[src/rtl/sine_voice_sequencer.sv]
// Sample-rate sequencer for a bank of sine_reader voices: on each tick it requests one
// sample per enabled voice in order, sums them and emits one saturated mixed sample.
module sine_voice_sequencer #(
    parameter int unsigned NUM_VOICES = 3,
    parameter int unsigned STEP_W     = 20,
    parameter int unsigned SAMPLE_W   = 16,
    parameter int unsigned TIMEOUT    = 15
) (
    input  logic                           clk,
    input  logic                           reset_n,
    input  logic                           new_sample_tick,
    input  logic [NUM_VOICES*STEP_W-1:0]   voice_step,
    input  logic [NUM_VOICES-1:0]          voice_enable,
    output logic [NUM_VOICES*STEP_W-1:0]   rdr_step,
    output logic [NUM_VOICES-1:0]          rdr_generate_next,
    input  logic [NUM_VOICES-1:0]          rdr_sample_ready,
    input  logic [NUM_VOICES*SAMPLE_W-1:0] rdr_sample,
    output logic signed [SAMPLE_W-1:0]     mix_sample,
    output logic                           mix_valid,
    output logic                           busy,
    output logic                           overrun,
    output logic                           timeout_err
);

    localparam int unsigned ACC_W = SAMPLE_W + 2;
    localparam int unsigned IDX_W = (NUM_VOICES > 1) ? $clog2(NUM_VOICES) : 1;
    localparam int unsigned TMR_W = (TIMEOUT > 0) ? $clog2(TIMEOUT + 1) : 1;

    localparam logic [1:0] ST_IDLE  = 2'd0;
    localparam logic [1:0] ST_ISSUE = 2'd1;
    localparam logic [1:0] ST_WAIT  = 2'd2;
    localparam logic [1:0] ST_DONE  = 2'd3;

    localparam logic signed [ACC_W-1:0] SAT_MAX = {3'b000, {(SAMPLE_W-1){1'b1}}};
    localparam logic signed [ACC_W-1:0] SAT_MIN = {3'b111, {(SAMPLE_W-1){1'b0}}};

    logic [1:0]                state;
    logic [NUM_VOICES-1:0]     enable_q;
    logic [IDX_W-1:0]          idx;
    logic [TMR_W-1:0]          timer;
    logic signed [ACC_W-1:0]   acc;
    logic signed [ACC_W-1:0]   acc_sat;
    logic signed [SAMPLE_W-1:0] cur_sample;
    logic                      cur_ready;
    logic                      last_voice;

    assign last_voice = (idx == IDX_W'(NUM_VOICES - 1));
    assign cur_ready  = rdr_sample_ready[idx];
    assign cur_sample = rdr_sample[int'(idx)*SAMPLE_W +: SAMPLE_W];
    assign busy       = (state != ST_IDLE);

    always_comb begin
        acc_sat = acc;
        if (acc > SAT_MAX) begin
            acc_sat = SAT_MAX;
        end else if (acc < SAT_MIN) begin
            acc_sat = SAT_MIN;
        end
    end

    // Request is decoded from state so a reset removes it in the same cycle.
    always_comb begin
        rdr_generate_next = '0;
        if (state == ST_ISSUE && enable_q[idx]) begin
            rdr_generate_next[idx] = 1'b1;
        end
    end

    always_ff @(posedge clk or negedge reset_n) begin
        if (!reset_n) begin
            state       <= ST_IDLE;
            enable_q    <= '0;
            idx         <= '0;
            timer       <= '0;
            acc         <= '0;
            rdr_step    <= '0;
            mix_sample  <= '0;
            mix_valid   <= 1'b0;
            overrun     <= 1'b0;
            timeout_err <= 1'b0;
        end else begin
            mix_valid <= 1'b0;
            if (new_sample_tick && state != ST_IDLE) begin
                overrun <= 1'b1;
            end
            case (state)
                ST_IDLE: begin
                    if (new_sample_tick) begin
                        rdr_step <= voice_step;
                        enable_q <= voice_enable;
                        acc      <= '0;
                        idx      <= '0;
                        state    <= ST_ISSUE;
                    end
                end
                ST_ISSUE: begin
                    if (enable_q[idx]) begin
                        timer <= '0;
                        state <= ST_WAIT;
                    end else if (last_voice) begin
                        state <= ST_DONE;
                    end else begin
                        idx <= idx + 1'b1;
                    end
                end
                ST_WAIT: begin
                    if (cur_ready || timer == TMR_W'(TIMEOUT)) begin
                        if (cur_ready) begin
                            acc <= acc + {{2{cur_sample[SAMPLE_W-1]}}, cur_sample};
                        end else begin
                            timeout_err <= 1'b1;
                        end
                        if (last_voice) begin
                            state <= ST_DONE;
                        end else begin
                            idx   <= idx + 1'b1;
                            state <= ST_ISSUE;
                        end
                    end else begin
                        timer <= timer + 1'b1;
                    end
                end
                ST_DONE: begin
                    mix_sample <= acc_sat[SAMPLE_W-1:0];
                    mix_valid  <= 1'b1;
                    state      <= ST_IDLE;
                end
                default: state <= ST_IDLE;
            endcase
        end
    end

endmodule
[config.mk]
export PLATFORM = sky130hd
export DESIGN_NAME = sine_voice_sequencer
export DESIGN_NICKNAME = d
export VERILOG_FILES = /design/src/rtl/sine_voice_sequencer.sv
export SDC_FILE = /design/constraint.sdc
export NUM_CORES = 1
export LEC_CHECK = 0
export CAP_MARGIN = 20
export CORE_MARGIN = 2
export CORE_UTILIZATION = 43
export CTS_BUF_LIST = sky130_fd_sc_hd__clkbuf_8
export CTS_CLUSTER_DIAMETER = 30
export CTS_CLUSTER_SIZE = 25
export DETAILED_ROUTE_END_ITERATION = 12
export GPL_TIMING_DRIVEN = 0
export PLACE_DENSITY = 0.8
export SETUP_SLACK_MARGIN = 0.1
export SLEW_MARGIN = 40
export SYNTH_ARGS = -nofsm -noshare
export SYNTH_HDL_FRONTEND = slang
export SYNTH_SLANG_ARGS = --single-unit
[constraint.sdc]
create_clock -name clk -period 2.6 [get_ports clk]
set_input_delay 0.39 -clock clk [delete_from_list [all_inputs] [get_ports clk]]
set_output_delay 0.39 -clock clk [all_outputs]
set_load 0.005 [all_outputs]
# == Yosys cells after proc, flatten, opt, wreduce, memory -nomap -nowiden ==
# Cells that the tools add are included.
# totals
inputBits,117
word_cells,74
register_bits,108
# classes
n_eq_ne,12
n_shift,1
bitwise,1
n_mux,28
n_addsub,3
magnitude_cmp,4
reduce_logical,15
# ops
op,count
18-bit 2-to-1 mux,3
48-bit by 7-bit indexed part select with 16-bit output,1
18-bit case mux with 2 select lines,1
16-bit 2-to-1 mux,2
18-bit adder,1
"18-bit by 16-bit > comparator with 1-bit output, second input constant",1
"18-bit by 16-bit < comparator with 1-bit output, second input constant",1
2-bit 2-to-1 mux,9
"2-bit != test, second input constant",5
3-bit AND reduction,3
4-bit 2-to-1 mux,2
2-bit case mux with 4 select lines,1
4-bit case mux with 2 select lines,1
4-bit AND reduction,2
"2-bit equality test, second input constant",3
2-bit case mux with 3 select lines,1
2-bit nonzero test,3
"4-bit by 1-bit adder with 4-bit output, second input constant",1
1-bit binary-select mux with 2-bit select,2
"4-bit equality test, second input constant",1
1-bit 2-to-1 mux,4
1-bit logical AND,3
"2-bit by 3-bit < comparator with 1-bit output, second input constant",1
3-bit 2-to-1 mux,1
11 further kinds,11

# == Logic depth before layout (Yosys ltp) ==
# depth
depth_word,5
mapped_depth,14
mapped_depth_nobuf,13

# == Worst setup path after synthesis ==
# Ideal clock, no wire load.
# synth_timing
kind,reg-to-reg
start,register idx[1]
end,register acc[12]
n_path_buf,1
period_less_slack_ps,2604
stages_incl_launch_ff,15
t_arrival_ps,2512
setup_ps,92
setup_slack_ps,-4
t_required_ps,2508
path_cell_list,dfrtp_1 -> nor2b_1 -> buf_2 -> nand2_1 -> o21ai_0 -> ha_1 -> inv_1 -> fa_1 -> nor2b_4 -> o31ai_2 -> a211o_1 -> a21oi_1 -> nor2_1 -> xor2_1 -> o31ai_2
# synth_via
elab_chain_cells,5
elab_cells_between_ends,11
classes_between,add/sub: 1; eq/ne: 2; shift: 1; mux: 5; reduce/logical: 2
# synth_lines
element,line,text
start: declaration,39,logic [IDX_W-1:0] idx;
start signal: assignment,103,idx <= idx + 1'b1;
start signal: assignment,116,idx <= idx + 1'b1;
48-bit by 7-bit indexed part select with 16-bit output / 1-bit binary-select mux with 2-bit select (equally long branches),"49, 48",
18-bit adder / 1-bit 2-to-1 mux (equally long branches),"109, 48",
18-bit 2-to-1 mux / 1-bit logical OR (equally long branches),"108, 107",
18-bit 2-to-1 mux / 2-bit != test (equally long branches),n/a,
18-bit case mux with 2 select lines / 4-bit AND reduction (equally long branches),n/a,
end signal: assignment,109,"acc <= acc + {{2{cur_sample[SAMPLE_W-1]}}, cur_sample};"
end: declaration,41,logic signed [ACC_W-1:0] acc;
# Several ways; a longest one is shown, not always the timed one. The select of a mux whose other input is x is not followed.
# A chain may end at the register's enable or synchronous reset.

# == Worst setup path after layout ==
# layout_timing
start,register idx[1]
end,register acc[10]
# The elaborated chain is that of the path after synthesis.

==> key figures <==
Floorplanning
  – Die X-Extent: ~120 um
  – Die Height: ~120 um
  – Core Region: 13,200 um2
  – Number of core rows: between 40 and 50
  – Starting Density: 0.439
  – Die footprint: 14,400 um2
  – Top-Level Pins: 200

Finish
  – Multi-input logic area: around 3000 um2
  – Design area: roughly 8600 um2
  – Fill count: between 1k and 1.5k
  – Nets: between 900 and 1k
  – Antenna Cells: 0
  – Share of cells above drive strength 1: 0.191
  – Register Area: 2700 um2
  – Area Overhead vs Synth: 48.3%
  – Final core occ: 0.651

Detailed routing
  – DR iter-0 viols: between 150 and 200
  – Vias per cell: 5.26
  – WL met1: ~6.3 mm
  – TritonRoute pass-1 iters: 7
  – Final wirelength: 16.7 mm
  – Met2 wire len: about 8.5 mm
  – Vias after detailed routing: approximately 5.2k
  – Top layer in use: met4
  – Drt wl/cell: 16.9 um
  – Drt drc: 0
  – WL met3: between 1 and 1.5 mm
  – Routed Antenna Nets: 0

Synthesis
  – Post-Syn Instances: 571
  – Yosys warns: 0
  – Average size of a mapped cell: around 10 um2
  – Synth cell types: 50
  – Post-synth ARST share: 1.00
  – #FFs+latches synth: roughly 110
  – Mapped Area: between 5000 and 6000 um2
  – Syn_nets: a little over 700
  – Synth Flop Type: dfrtp_1
  – Post-synthesis sequential area ratio: 0.467
  – Post-synth EDFFs: 0

Clock network
  – Clk buf depth: 2
  – Clock root cell: clkbuf_8
  – Worst-path clk slew: between 100 and 150 ps
  – Total CTS buffers: 9
  – Clk Latency, worst-skew pair: approximately 400 ps
  – H-tree Lvls: 3
  – TritonCTS sink count: approximately 110
  – TritonCTS clock tree: built

Placement
  – Routability cong.: around 0.95
  – DP HPWL: around 13 mm
  – Cell area after placement: a little over 8000 um2
  – PortBufs: 199

Timing
  – Pins Over Slew Limit: 0
  – Crit share post-route: 1.06
  – RSZ-0062 raised after global routing: yes
  – Min Tclk post-route: ~2800 ps
  – Post-route setup slack: -167 ps
  – Final clock skew: between 7 and 8 ps
  – Finish-stage setup viols: 8
  – Worst relative slew slack: 0.583
  – Final hold slack: 460 ps
  – Final Hold Fails: 0
  – Fmax: about 360 MHz
  – Worst slew pin tran: between 600 and 700 ps

Critical path
  – Setup crit end: acc[10]$_DFFE_PN0P_
  – CP Class: flip-flop to flip-flop
  – CP Capture Type: flip-flop
  – CP Cell Sequence: buf_12 -> buf_12 -> mux2i_2 -> o21ai_2 -> ha_2 -> o21a_1 -> o21ai_2 -> buf_4 -> a21oi_2 -> o21a_1 -> o21ai_1 -> a21oi_1 -> o31ai_2
  – Critical Path Start: idx[1]$_DFFE_PN0P_
  – Reg2reg start: idx[1]$_DFFE_PN0P_
  – Worst Setup Start Kind: flip-flop
  – R2r setup slk: -170 ps
  – Crit path DAT: just over 3000 ps
  – Slowest CP cell: dfrtp_1
  – CP peak stage delay: around 440 ps
  – Worst Path Required: about 2900 ps
  – R2R cell count: 13
  – Worst r2r dst: acc[10]$_DFFE_PN0P_
  – Max Fanout on Critical Path: 10

Global route
  – Overall Global Routing Usage: 0.232
  – Initial antenna violation count: 0
  – Global route overflow: 0
  – First-pass GRT wire length: about 26 mm
  – Vias in the first global route: 5,458
  – Largest net degree at the start of global routing: between 70 and 80

Run status
  – Violated checks: negative setup slack
  – Outcome: finished, violations left

Flow run
  – Max cap viols: 0

Hold path
  – Hold Crit Class: primary input to asynchronous set/reset pin

Pwr
  – Pwr Density: approximately 1100 nW/um2
  – VDD IR max: 0.580 mV
  – Static Leak: about 3.6 nW
-- placed cells by master, fill, tap and decap left out, types with 8 or more instances in the layout --
master,synthesis,routed
clkdlybuf4s50_1,0,198
mux2_2,65,65
dfrtp_1,108,108
o21ai_0,43,36
clkbuf_1,19,17
inv_1,33,32
a21oi_1,18,9
buf_4,2,21
mux2i_1,19,17
ha_1,25,21
a21oi_2,1,9
o21ai_1,11,14
nand2_1,80,79
o21a_1,8,8
clkbuf_8,0,10
nor2_1,39,38
o211ai_1,18,18
nand3_1,8,8
-- kinds of logic (layout without fill, tap and decap cells) --
| logic type | Yosys count | after routing | share of synthesized area |
|---|---|---|---|
| simple gates | 153 | 153 | 0.114 |
| buf+inv | 62 | 298 | 0.0436 |
| fa+ha+maj | 26 | 26 | 0.0575 |
| mux | 84 | 84 | 0.159 |
| xor+xnor | 10 | 10 | 0.0151 |
| flops | 108 | 108 | 0.467 |
| compound gates | 128 | 128 | 0.144 |
-- metrics by stage --
stage	setup TNS, ps	power [mW]	setup slack (ps)	instances
after floorplan	0	5.74	108	571
after global placement	-312670	7.73	-2890	946
after detailed placement	-2730	7.96	-401	947
after CTS	-726	9.31	-144	978
after global routing	-2170	10.2	-276	983
final	-722	9.53	-167	983
-- worst min path at each step --
stage | from | endpoint | cells after the start
floorplan | reset_n | acc[0]$_DFFE_PN0P_ | 0
global placement | overrun$_DFFE_PN0P_ | overrun$_DFFE_PN0P_ | 1
detailed placement | reset_n | rdr_step[38]$_DFFE_PN0P_ | 1
CTS | reset_n | rdr_step[31]$_DFFE_PN0P_ | 2
global route | reset_n | rdr_step[31]$_DFFE_PN0P_ | 2
finish | reset_n | rdr_step[33]$_DFFE_PN0P_ | 2
-- synth_stat cells (all sizes together), types with 9 or more instances --
master | count | area share
inv | 34 | 0.022
dfrtp | 108 | 0.47
mux2 | 65 | 0.13
o21ai | 54 | 0.047
ha | 25 | 0.054
nor2 | 39 | 0.025
buf | 9 | 0.0093
nand2 | 82 | 0.055
mux2i | 19 | 0.033
nand3 | 9 | 0.0086
o211ai | 18 | 0.023
clkbuf | 19 | 0.012
a21oi | 19 | 0.017
o31ai | 11 | 0.017
-- report_power, final --
part	leakage, nW	internal [mW]	switching (mW)
clock	0.104	0.405	0.656
sequential	1.34	2.42	0.484
combinational	2.15	2.96	2.60
-- layout make-up --
cell class | instances | share of cell area
sequential | 108 | 0.315
buffer | 28 | 0.0198
inverter | 34 | 0.0149
timing repair buffer | 220 | 0.253
tap | 176 | 0.0256
multi-input combinational | 401 | 0.348
clock inverter | 6 | 0.00757
clock buffer | 10 | 0.0160
-- per-layer routing --
| layer | up-vias | track usage |
|---|---|---|
| li1 | 2441 | - |
| met1 | 2491 | 0.255 |
| met2 | 201 | 0.408 |
| met3 | 40 | 0.0813 |
| met4 | 0 | 0.0926 |
| met5 | - | 0 |
-- repair_timing --
action,CTS,global route
hold buffers,1,0
setup endpoints to repair,15,14
pin swaps,11,11
gates resized for setup,22,28
buffers inserted,14,5
hold endpoints to repair,37,0
-- state kept, by name, summed over array words and instances, names as in the netlist --
signal,count
mix_valid,1
timer,4
rdr_step,60
enable_q,3
acc,18
mix_sample,16
overrun,1
timeout_err,1
state,2
idx,2
-- worst max-delay path, delay by kind of cell (launching register included) --
family | cells | cell delay [ps]
AO/OA/AOI/OAI | 8 | 1310
buffers and inverters | 3 | 460
flip-flops | 1 | 440
adder cells (fa/ha/maj) | 1 | 320
multiplexers | 1 | 150
(Power assumes the default switching activity.)
